[src/rtl/shift_seq_pkg.sv]
// Shared codes for the shift-register command sequencer.
package shift_pkg;

    // Command op codes
    localparam logic [1:0] OP_LOAD = 2'b00;
    localparam logic [1:0] OP_SHDN = 2'b01;
    localparam logic [1:0] OP_SHUP = 2'b10;
    localparam logic [1:0] OP_ROT  = 2'b11;

    // Register mode selects {A1,A0}
    localparam logic [1:0] MODE_HOLD = 2'b00;
    localparam logic [1:0] MODE_DN   = 2'b01;
    localparam logic [1:0] MODE_UP   = 2'b10;
    localparam logic [1:0] MODE_LOAD = 2'b11;

    typedef enum logic [1:0] {
        ST_IDLE = 2'b00,
        ST_RUN  = 2'b01,
        ST_DONE = 2'b10
    } state_e;

    // Register mode that carries out a given command while it runs
    function automatic logic [1:0] op_mode(input logic [1:0] op);
        case (op)
            OP_LOAD: op_mode = MODE_LOAD;
            OP_SHUP: op_mode = MODE_UP;
            default: op_mode = MODE_DN;   // SHDN and ROT both shift toward Q0
        endcase
    endfunction

endpackage

[src/rtl/shift_seq.sv]
// Command sequencer driving an 8-bit universal shift register.
// One command per start/busy/done handshake; holds the register when idle.
module shift_seq
    import shift_pkg::*;
(
    input  logic       clock,
    input  logic       reset,
    input  logic       start,
    input  logic [1:0] op,
    input  logic [2:0] count,
    input  logic [7:0] data,
    input  logic       fill,
    input  logic [7:0] Q,
    output logic       A1,
    output logic       A0,
    output logic [7:0] D,
    output logic       DL,
    output logic       DR,
    output logic       busy,
    output logic       done
);

    state_e      state_q, state_d;
    logic [1:0]  op_q, op_d;
    logic [7:0]  data_q, data_d;
    logic        fill_q, fill_d;
    logic [3:0]  cnt_q, cnt_d;

    // Only Q0 feeds the rotate wrap; the rest of Q is not needed here
    logic unused_q_hi;
    assign unused_q_hi = ^Q[7:1];

    // State and latched command fields
    always_ff @(posedge clock) begin
        if (reset) begin
            state_q <= ST_IDLE;
            op_q    <= OP_LOAD;
            data_q  <= 8'h00;
            fill_q  <= 1'b0;
            cnt_q   <= 4'd0;
        end else begin
            state_q <= state_d;
            op_q    <= op_d;
            data_q  <= data_d;
            fill_q  <= fill_d;
            cnt_q   <= cnt_d;
        end
    end

    // Next state: accept a command in IDLE, count it down in RUN
    always_comb begin
        state_d = state_q;
        op_d    = op_q;
        data_d  = data_q;
        fill_d  = fill_q;
        cnt_d   = cnt_q;
        case (state_q)
            ST_IDLE: begin
                if (start) begin
                    state_d = ST_RUN;
                    op_d    = op;
                    data_d  = data;
                    fill_d  = fill;
                    if (op == OP_LOAD)
                        cnt_d = 4'd1;
                    else if (count == 3'd0)
                        cnt_d = 4'd8;
                    else
                        cnt_d = {1'b0, count};
                end
            end
            ST_RUN: begin
                cnt_d = cnt_q - 4'd1;
                if (cnt_q == 4'd1)
                    state_d = ST_DONE;
            end
            ST_DONE: state_d = ST_IDLE;
            default: state_d = ST_IDLE;
        endcase
    end

    // Outputs: mode and fill decoded from state; ROT wraps Q0 into DR
    always_comb begin
        {A1, A0} = MODE_HOLD;
        D        = 8'h00;
        DL       = 1'b0;
        DR       = 1'b0;
        busy     = (state_q != ST_IDLE);
        done     = (state_q == ST_DONE);
        if (state_q == ST_RUN) begin
            {A1, A0} = op_mode(op_q);
            case (op_q)
                OP_LOAD: D  = data_q;
                OP_SHDN: DR = fill_q;
                OP_SHUP: DL = fill_q;
                OP_ROT:  DR = Q[0];
                default: ;
            endcase
        end
    end

endmodule

[config.mk]
export PLATFORM = sky130hd
export DESIGN_NAME = shift_seq
export DESIGN_NICKNAME = d
export VERILOG_FILES = /design/src/rtl/shift_seq_pkg.sv /design/src/rtl/shift_seq.sv
export SDC_FILE = /design/constraint.sdc
export NUM_CORES = 1
export LEC_CHECK = 0
export CAP_MARGIN = 20
export CORE_MARGIN = 2
export CORE_UTILIZATION = 38
export CTS_BUF_LIST = sky130_fd_sc_hd__clkbuf_8
export DETAILED_ROUTE_END_ITERATION = 8
export PLACE_DENSITY = 0.83
export SETUP_SLACK_MARGIN = 0.1
export SYNTH_ARGS = -nofsm -noshare
export SYNTH_HDL_FRONTEND = slang
export SYNTH_SLANG_ARGS = --single-unit
[constraint.sdc]
create_clock -name clock -period 1.2 [get_ports clock]
set_input_delay 0.24 -clock clock [delete_from_list [all_inputs] [get_ports clock]]
set_output_delay 0.24 -clock clock [all_outputs]
set_load 0.02 [all_outputs]
======== After elaboration in Yosys (flattened, before gate mapping) ========
Cells that the tools add are included.
operators by class
  reductions and logical operators ........ 9
  add/sub/neg operators ................... 1
  muxes and demuxes ....................... 16
  eq/ne operators ......................... 8
operators by type and width
  cell                 count
  $mux 8               2
  $mux 4               3
  $pmux 2 s2           2
  $pmux 4 s2           1
  $eq 2x2->1 const B   3
  $logic_not 2->1      3
  $reduce_and 2->1     3
  $mux 1               5
  $eq 2x1->1 const B   2
  $eq 4x1->1 const B   1
  $mux 2               2
  $ne 2x2->1 const B   2
  $reduce_bool 2->1    2
  $sub 4x1->4 const B  1
  $logic_not 3->1      1
  $pmux 1 s2           1
storage, ports and cells
  output and inout port bits .............. 14
  register bits after elaboration ......... 17

======== Logic depth before layout (Yosys ltp) ========
Gate-level depths: netlist (run 1).
  depth in word-level cells ............... 5
  gate-level depth with buffers ........... 5

======== Worst setup path before layout (run 1) ========
OpenSTA, ideal clock, no wires.
  path type ............................... register to output
  from .................................... register state_q[0]
  to ...................................... output port DL
  buffers on the path ..................... 1
  path slack .............................. -330 ps
  stages on the path, launching flop included .. 5
  arrival ................................. 1290 ps
  path through ............................ dfxtp_1 -> nand2b_1 -> buf_2 -> nor2_1 -> and3_1
between the ends
  cells in the longest elaborated chain, start to end .. 2
ends and longest elaborated chain
  element                 line             RTL
  start, declared         shift_seq.sv:23  state_e state_q, state_d;
  start signal, assigned  shift_seq.sv:42  state_q <= state_d;
  $eq 2x1->1              shift_seq.sv:90  if (state_q == ST_RUN) begin
  $mux 1                  shift_seq.sv:90
  end, declared           shift_seq.sv:17  output logic DL,
No other way between the ends.

======== Worst setup path in the final report (run 1) ========
  from .................................... register state_q[1]
  to ...................................... output port DR
between the ends
  cells in the longest elaborated chain, start to end .. 2
ends and longest elaborated chain
  element        line             RTL
  $eq 2x1->1     shift_seq.sv:90
  $mux 1         shift_seq.sv:90
  end, declared  shift_seq.sv:18  output logic DR,
No other way between the ends.

==> results_dict.tcl, run 1 <==
set metrics [dict create \
    synth_async_sr_flop_share_pct 0 \
    drtPass1Iterations 4 \
    cts_tree "built" \
    synth_edf_count 0 \
    grt_remaining_overflow 0 \
    drv_slew 0 \
    status "finished, violations left" \
    place_congestion 0.821 \
    drcViolationCount 0 \
    syn_to_final_growth_pct 91.5 \
    reg2reg_slack_ns -0.12 \
    most-common-layout-cells "22 x nand2_1, 22 x buf_4, 15 x buf_6, 15 x clkdlybuf4s50_1" \
    viasPerCell 5.29 \
    drt_iter0_markers 20 \
    io_pins 39 \
    ant_nets 0 \
    critical_path_arrival_ns 1.37 \
    route.met2.wl_mm 1.60 \
    yosys_warnings 0 \
    wl_met3_microns 157 \
    track_usage_pct 23.9 \
    htree_levels 1 \
    grt_pass1_vias 995 \
    yosys_most_used_dff "dfxtp_1" \
    worst-path-max-fanout 3 \
    violations "setup timing" \
    final-setup-viol-count 29 \
    cts_buffer_depth 2 \
    finClkSkew_ns 0.00132 \
    ff2ff_path_depth 5 \
    mappedNetlistArea_sq_um 853 \
    setup_ws_ns -0.406 \
    power.leakage_uw 0.000676 \
    irDropWorstVdd_mv 1.19 \
    wl_met1_mm 1.18 \
    setup.worst_path.end_class "output port" \
    num_vias 1005 \
    initial_core_util_pct 39.3 \
    die_h_microns 51.4 \
    seqCellArea_sq_um 362 \
    clkTransAtPathRegs_ns 0.07 \
    die_w_microns 51.4 \
    period_share_pct 134 \
    rsz0062_at_grt "true" \
    antenna_found_initial 0 \
    rows 17 \
    core_area_sq_um 2170 \
    dr.max_layer_used "met4" \
    multi_input_area_sq_um 654 \
    fin_crit_ns 1.61 \
    worstMarginPinSlew_ns 0.346 \
    start_kind "flop" \
    grt_start_max_net_pins 12 \
    post-route-util_pct 75.3 \
    hp-class "reg -> reg" \
    ys_seq_elements 17 \
    drv_cap 0 \
    diodes 0 \
    nFillCells 144 \
    ys_seq_area_share_pct 39.9 \
    clock_sinks 17 \
    routed_wl_mm 3.00 \
    post-place-ws_ns -0.627 \
    portBuffers 31 \
    dieArea_sq_um 2640 \
    hold_viol 0 \
    cts.root.buffer_cell "clkbuf_8" \
    fmax_mhz 623 \
    p_per_area_nw_per_um2 1040 \
    fin_total_pwr_uw 1700 \
    worstSetupPathType "reg -> out" \
    grt_pass1_wl_mm 4.61 \
    cts_hold_buf 0 \
    dpl.hpwl_mm 1.81 \
    wire_per_inst_microns 15.8 \
    cts_made_buffers 3 \
    drive_above_1_share_pct 56.2 \
    slew_headroom_pct 76.9 \
    yosysUniqueCellTypes 31 \
    nets 190 \
    syn-mean-instance-area_sq_um 8.05 \
    clock_latency_ns 0.25 \
    setup-tns-final_ns -5.53 \
    min_path_cells 2 \
    synthCells 106 \
    synthesis.nets 133 \
    holdWs_ns 0.458 \
    required_ns 0.96 \
]
## path summary, 6_finish.rpt
kind	end	start
worst max-delay path	DR	state_q[1]
worst min-delay path	data_q[0]	data_q[0]
worst max register to register	cnt_q[1]	state_q[1]
worst min register to register	data_q[0]	data_q[0]
## synthesized netlist by cell type (all sizes together), types with 2 or more instances
library cell / instances / share of area (%)
nor3: 3 / 2.3
and2: 8 / 5.9
inv: 4 / 1.8
or3b: 2 / 2.1
o31ai: 2 / 2.3
a21oi: 17 / 10
nand2b: 2 / 1.5
nand2: 22 / 9.7
mux2i: 2 / 2.3
ha: 2 / 2.9
nor2: 2 / 0.88
dfxtp: 17 / 40
nor2b: 3 / 2.2
o21bai: 2 / 1.8
buf: 4 / 2.2
o21ai: 2 / 1.2
## where the power goes
group	total [uW]	internal, uW	leakage (uW)	switching, uW
clock	434	231	0.0000255	203
sequential	664	612	0.000144	52.1
combinational	600	332	0.000507	268
## layer usage
metal  track usage (%)  vias to the layer above
met1              27.9                      484
li1                  -                      477
met5                 0                        -
met3              4.97                        8
met4              11.0                        0
met2              41.2                       36
## worst max-delay path, stage by stage, from the launching register on
cell and delay, ns:
dfxtp_2 0.32, nand2b_4 0.14, buf_4 0.14, buf_6 0.12
buf_4 0.13, nor3_4 0.12, buf_6 0.14
## logic make-up (layout without fill, tap and decap cells)
| group | after synthesis | count (layout) | synth area share [%] |
|---|---|---|---|
| AND/OR/NAND/NOR | 48 | 49 | 29.6 |
| AO/OA/AOI/OAI | 27 | 27 | 19.1 |
| adder cells (fa/ha/maj) | 2 | 2 | 2.93 |
| flip-flops | 17 | 17 | 39.9 |
| multiplexers | 3 | 3 | 4.11 |
| buffers and inverters | 9 | 64 | 4.40 |
## area by class of cell
class,count,share of cell area [%]
clock buffer,3,2.53
tap,28,2.14
multi-input combinational,81,40.0
timing repair buffer,56,31.9
inverter,4,0.919
sequential,17,22.1
clock inverter,1,0.306
## stage by stage
stage	cells	cell area [sq um]
global route	190	1630
floorplan	106	932
finish	190	1630
detailed placement	175	1360
CTS	189	1560
global placement	175	1360
## registers in the layout, indices dropped and copies added, names as in the netlist
register  count
op_q          2
data_q        8
fill_q        1
state_q       2
cnt_q         4
## timing repair
action,in CTS,in global routing
gates cloned,2,0
resized for setup,110,14
setup endpoints to repair,30,31
pin swaps,17,2
setup buffers,8,1
endpoints found under the hold margin,0,0
Power figures use the tool's default switching activity.
==> run 2, diff against run 1 <==
--- a/config.mk
+++ b/config.mk
@@ -9,6 +9,7 @@
 export CORE_MARGIN = 2
 export CORE_UTILIZATION = 38
 export CTS_BUF_LIST = sky130_fd_sc_hd__clkbuf_8
+export CTS_CLUSTER_SIZE = 8
 export DETAILED_ROUTE_END_ITERATION = 8
 export PLACE_DENSITY = 0.83
 export SETUP_SLACK_MARGIN = 0.1
==> results of run 2 <==
The final DEF is identical to that of run 1; final timing and power are the same.
==> run 3, diff against run 2 <==
--- a/config.mk
+++ b/config.mk
@@ -5,13 +5,14 @@
 export SDC_FILE = /design/constraint.sdc
 export NUM_CORES = 1
 export LEC_CHECK = 0
+export ABC_AREA = 1
 export CAP_MARGIN = 20
 export CORE_MARGIN = 2
-export CORE_UTILIZATION = 38
+export CORE_UTILIZATION = 40
 export CTS_BUF_LIST = sky130_fd_sc_hd__clkbuf_8
 export CTS_CLUSTER_SIZE = 8
 export DETAILED_ROUTE_END_ITERATION = 8
-export PLACE_DENSITY = 0.83
+export PLACE_DENSITY = 0.84
 export SETUP_SLACK_MARGIN = 0.1
 export SYNTH_ARGS = -nofsm -noshare
 export SYNTH_HDL_FRONTEND = slang
==> run 3 against run 2 <==
  * The flow still finishes with violations (setup timing)
  * Clock-buffer cell count is the same
  * Utilization grew 8.2 points
  * Die area grew 6.6%
  * Cell count grew 7.9%
  * Via count grew 10%
  * Wire length grew 26%
  * Largest cell class unchanged
  * Register-to-register slack is essentially flat
  * Global-route usage grew 2.5 points
==> results_dict.tcl, run 3 <==
set metrics [dict create \
    status "finished, violations left" \
    violations "setup timing" \
    ant_nets 0 \
    yosysUniqueCellTypes 24 \
    grt_use_met2_pct 48.3 \
    clock_sinks 17 \
    drtPass1Iterations 4 \
    die_w_microns 53.0 \
    io_pins 39 \
    largest_reg_flops 8 \
    synthesis.nets 150 \
    worst-path-max-fanout 7 \
    start_kind "flop" \
    yosys_warnings 0 \
    finClkSkew_ns 0.00193 \
    cts_hold_buf 0 \
    synthCells 123 \
    cts.root.buffer_cell "clkbuf_8" \
    dieArea_sq_um 2810 \
    initial_core_util_pct 43.1 \
    rsz0062_at_grt "true" \
    worstMarginPinSlew_ns 0.447 \
    drv_cap 0 \
    dp.cells 191 \
    ys_seq_elements 17 \
    portBuffers 31 \
    grt_remaining_overflow 0 \
    power_frac_seq_pct 35.4 \
    largest_registers "data_q (8), cnt_q (4)" \
    final_common_cell "buf_6" \
    fin_total_pwr_uw 1970 \
    power.switching_uw 745 \
    drive_above_1_share_pct 61.0 \
    fmax_mhz 689 \
    dpl.hpwl_mm 1.88 \
    viasPerCell 5.41 \
    critical_path_arrival_ns 1.21 \
    core_area_sq_um 2230 \
    grt_start_max_net_pins 13 \
    htree_levels 1 \
    syn-mean-instance-area_sq_um 7.82 \
    drv_slew 0 \
    num_vias 1109 \
    routed_wl_mm 3.78 \
    diodes 0 \
    clock_latency_ns 0.26 \
    nFillCells 115 \
    synth_async_sr_flop_share_pct 0 \
    period_share_pct 121 \
    synth_commonest_cells "17 x dfxtp_1, 17 x nor2_1, 15 x inv_1" \
    power.leakage_uw 0.000765 \
    worstSetupPathType "reg -> out" \
    ys_seq_area_share_pct 35.4 \
    synth_top_area_cell "dfxtp_1" \
    setup-tns-final_ns -3.39 \
    busiest_layer "met2" \
    regMostFlops "data_q" \
    place_congestion 0.852 \
    synth_edf_count 0 \
    track_usage_pct 26.3 \
    syn_to_final_growth_pct 93.9 \
    power_frac_comb_pct 41.1 \
    mappedNetlistArea_sq_um 962 \
    synth_top_cell_area_share_pct 35.4 \
    synth_area_leaders "dfxtp_1 35%, nor2_1 6.6%, inv_1 5.9%" \
    grt_pass1_vias 1077 \
    cts_buffer_depth 2 \
    drcViolationCount 0 \
    clkTransAtPathRegs_ns 0.07 \
    post-route-util_pct 83.5 \
    die_h_microns 53.0 \
    setup_ws_ns -0.250 \
    finalNonFillerCells 205 \
    nets 205 \
    setup.worst_path.end_class "output port" \
    fin_crit_ns 1.45 \
    hold_viol 0 \
    final-setup-viol-count 27 \
    yosys_most_used_dff "dfxtp_1" \
    slew_headroom_pct 70.2 \
    hp-class "reg -> reg" \
    holdWs_ns 0.512 \
    drt_iter0_markers 43 \
    grtUsageMet1_pct 28.6 \
    irDropWorstVdd_mv 0.919 \
    p_per_area_nw_per_um2 1050 \
    p_int_uw 1220 \
    most-common-layout-cells "17 x buf_6, 16 x clkdlybuf4s50_1, 13 x buf_4, 12 x o21ai_2, 11 x dfxtp_1" \
    cts_made_buffers 3 \
    rows 17 \
    antenna_found_initial 0 \
    use_met3_pct 2.26 \
    grt_pass1_wl_mm 5.22 \
    pwr-share-clk_pct 23.5 \
    switching_share_pct 37.9 \
    cts_tree "built" \
    wire_per_inst_microns 18.4 \
    required_ns 0.96 \
]
[run 3: cell count changes after synthesis, sizes merged, moves of 3 or more]
cell,before,now
nand2,22,15
o21ai,2,16
nor2b,3,0
nor3b,1,7
inv,4,18
and2,8,0
a21oi,17,9
nor2,2,22
nand3,1,7
[run 3: repair_timing]
| item | CTS | global route |
|---|---|---|
| pin swaps | 9 | 17 |
| resized for setup | 107 | 49 |
| setup buffers | 1 | 7 |
| endpoints found under the setup margin | 30 | 30 |
| gates cloned | 3 | 0 |
[run 3: stage by stage]
step / setup WS [ns] / area, sq um
finish: -0.250 / 1870
global route: -0.267 / 1870
CTS: -0.211 / 1670
detailed placement: -0.612 / 1490
global placement: -0.589 / 1490
floorplan: 0.0251 / 1090
[run 3: power by group through the flow]
stage	registers [uW]	clock network, uW	logic, uW
final	696	461	809
after global placement	676	0	556
after detailed placement	679	0	575
after floorplan	674	0	382
after CTS	676	458	660
after global routing	701	492	861
[run 3: per-layer routing]
metal  share of wire, %  up-vias  wire length [microns]
met5                  0        -                      0
li1                   -      515                      -
met3                5.8       19                    218
met4                4.4        0                    165
met2                 52       61                   1970
met1                 38      514                   1430
[run 3: logic make-up after synthesis]
family / after synthesis / share of synthesized area [%]
and+or+nand+nor: 57 / 35.4
AOI/OAI and AO/OA: 25 / 15.3
buffers and inverters: 22 / 11.3
DFF: 17 / 35.4
adders and majority gates: 2 / 2.60
[run 3: layout make-up]
class | instances | area (sq um) | share of cell area (%)
Clock buffer | 3 | 41.3 | 2.21
Clock inverter | 1 | 7.51 | 0.402
Inverter | 19 | 103 | 5.50
Multi-Input combinational cell | 87 | 811 | 43.5
Sequential cell | 17 | 355 | 19.0
Tap cell | 28 | 35.0 | 1.88
Timing Repair Buffer | 50 | 513 | 27.5
[run 3: path summary, 6_finish.rpt]
check	slack, ns	depth (start not counted)	start	endpoint
worst max-delay path	-0.25	3	state_q[0]	D[2]
worst min-delay path	0.51	2	data_q[6]	data_q[6]
worst max register to register	-0.13	7	state_q[0]	cnt_q[1]
worst min register to register	0.51	2	data_q[6]	data_q[6]
[run 3: worst max-delay path: stages (launching register included)]
cell,delay (ns)
dfxtp_4,0.42
nand2_8,0.12
nor3b_4,0.25
buf_6,0.15
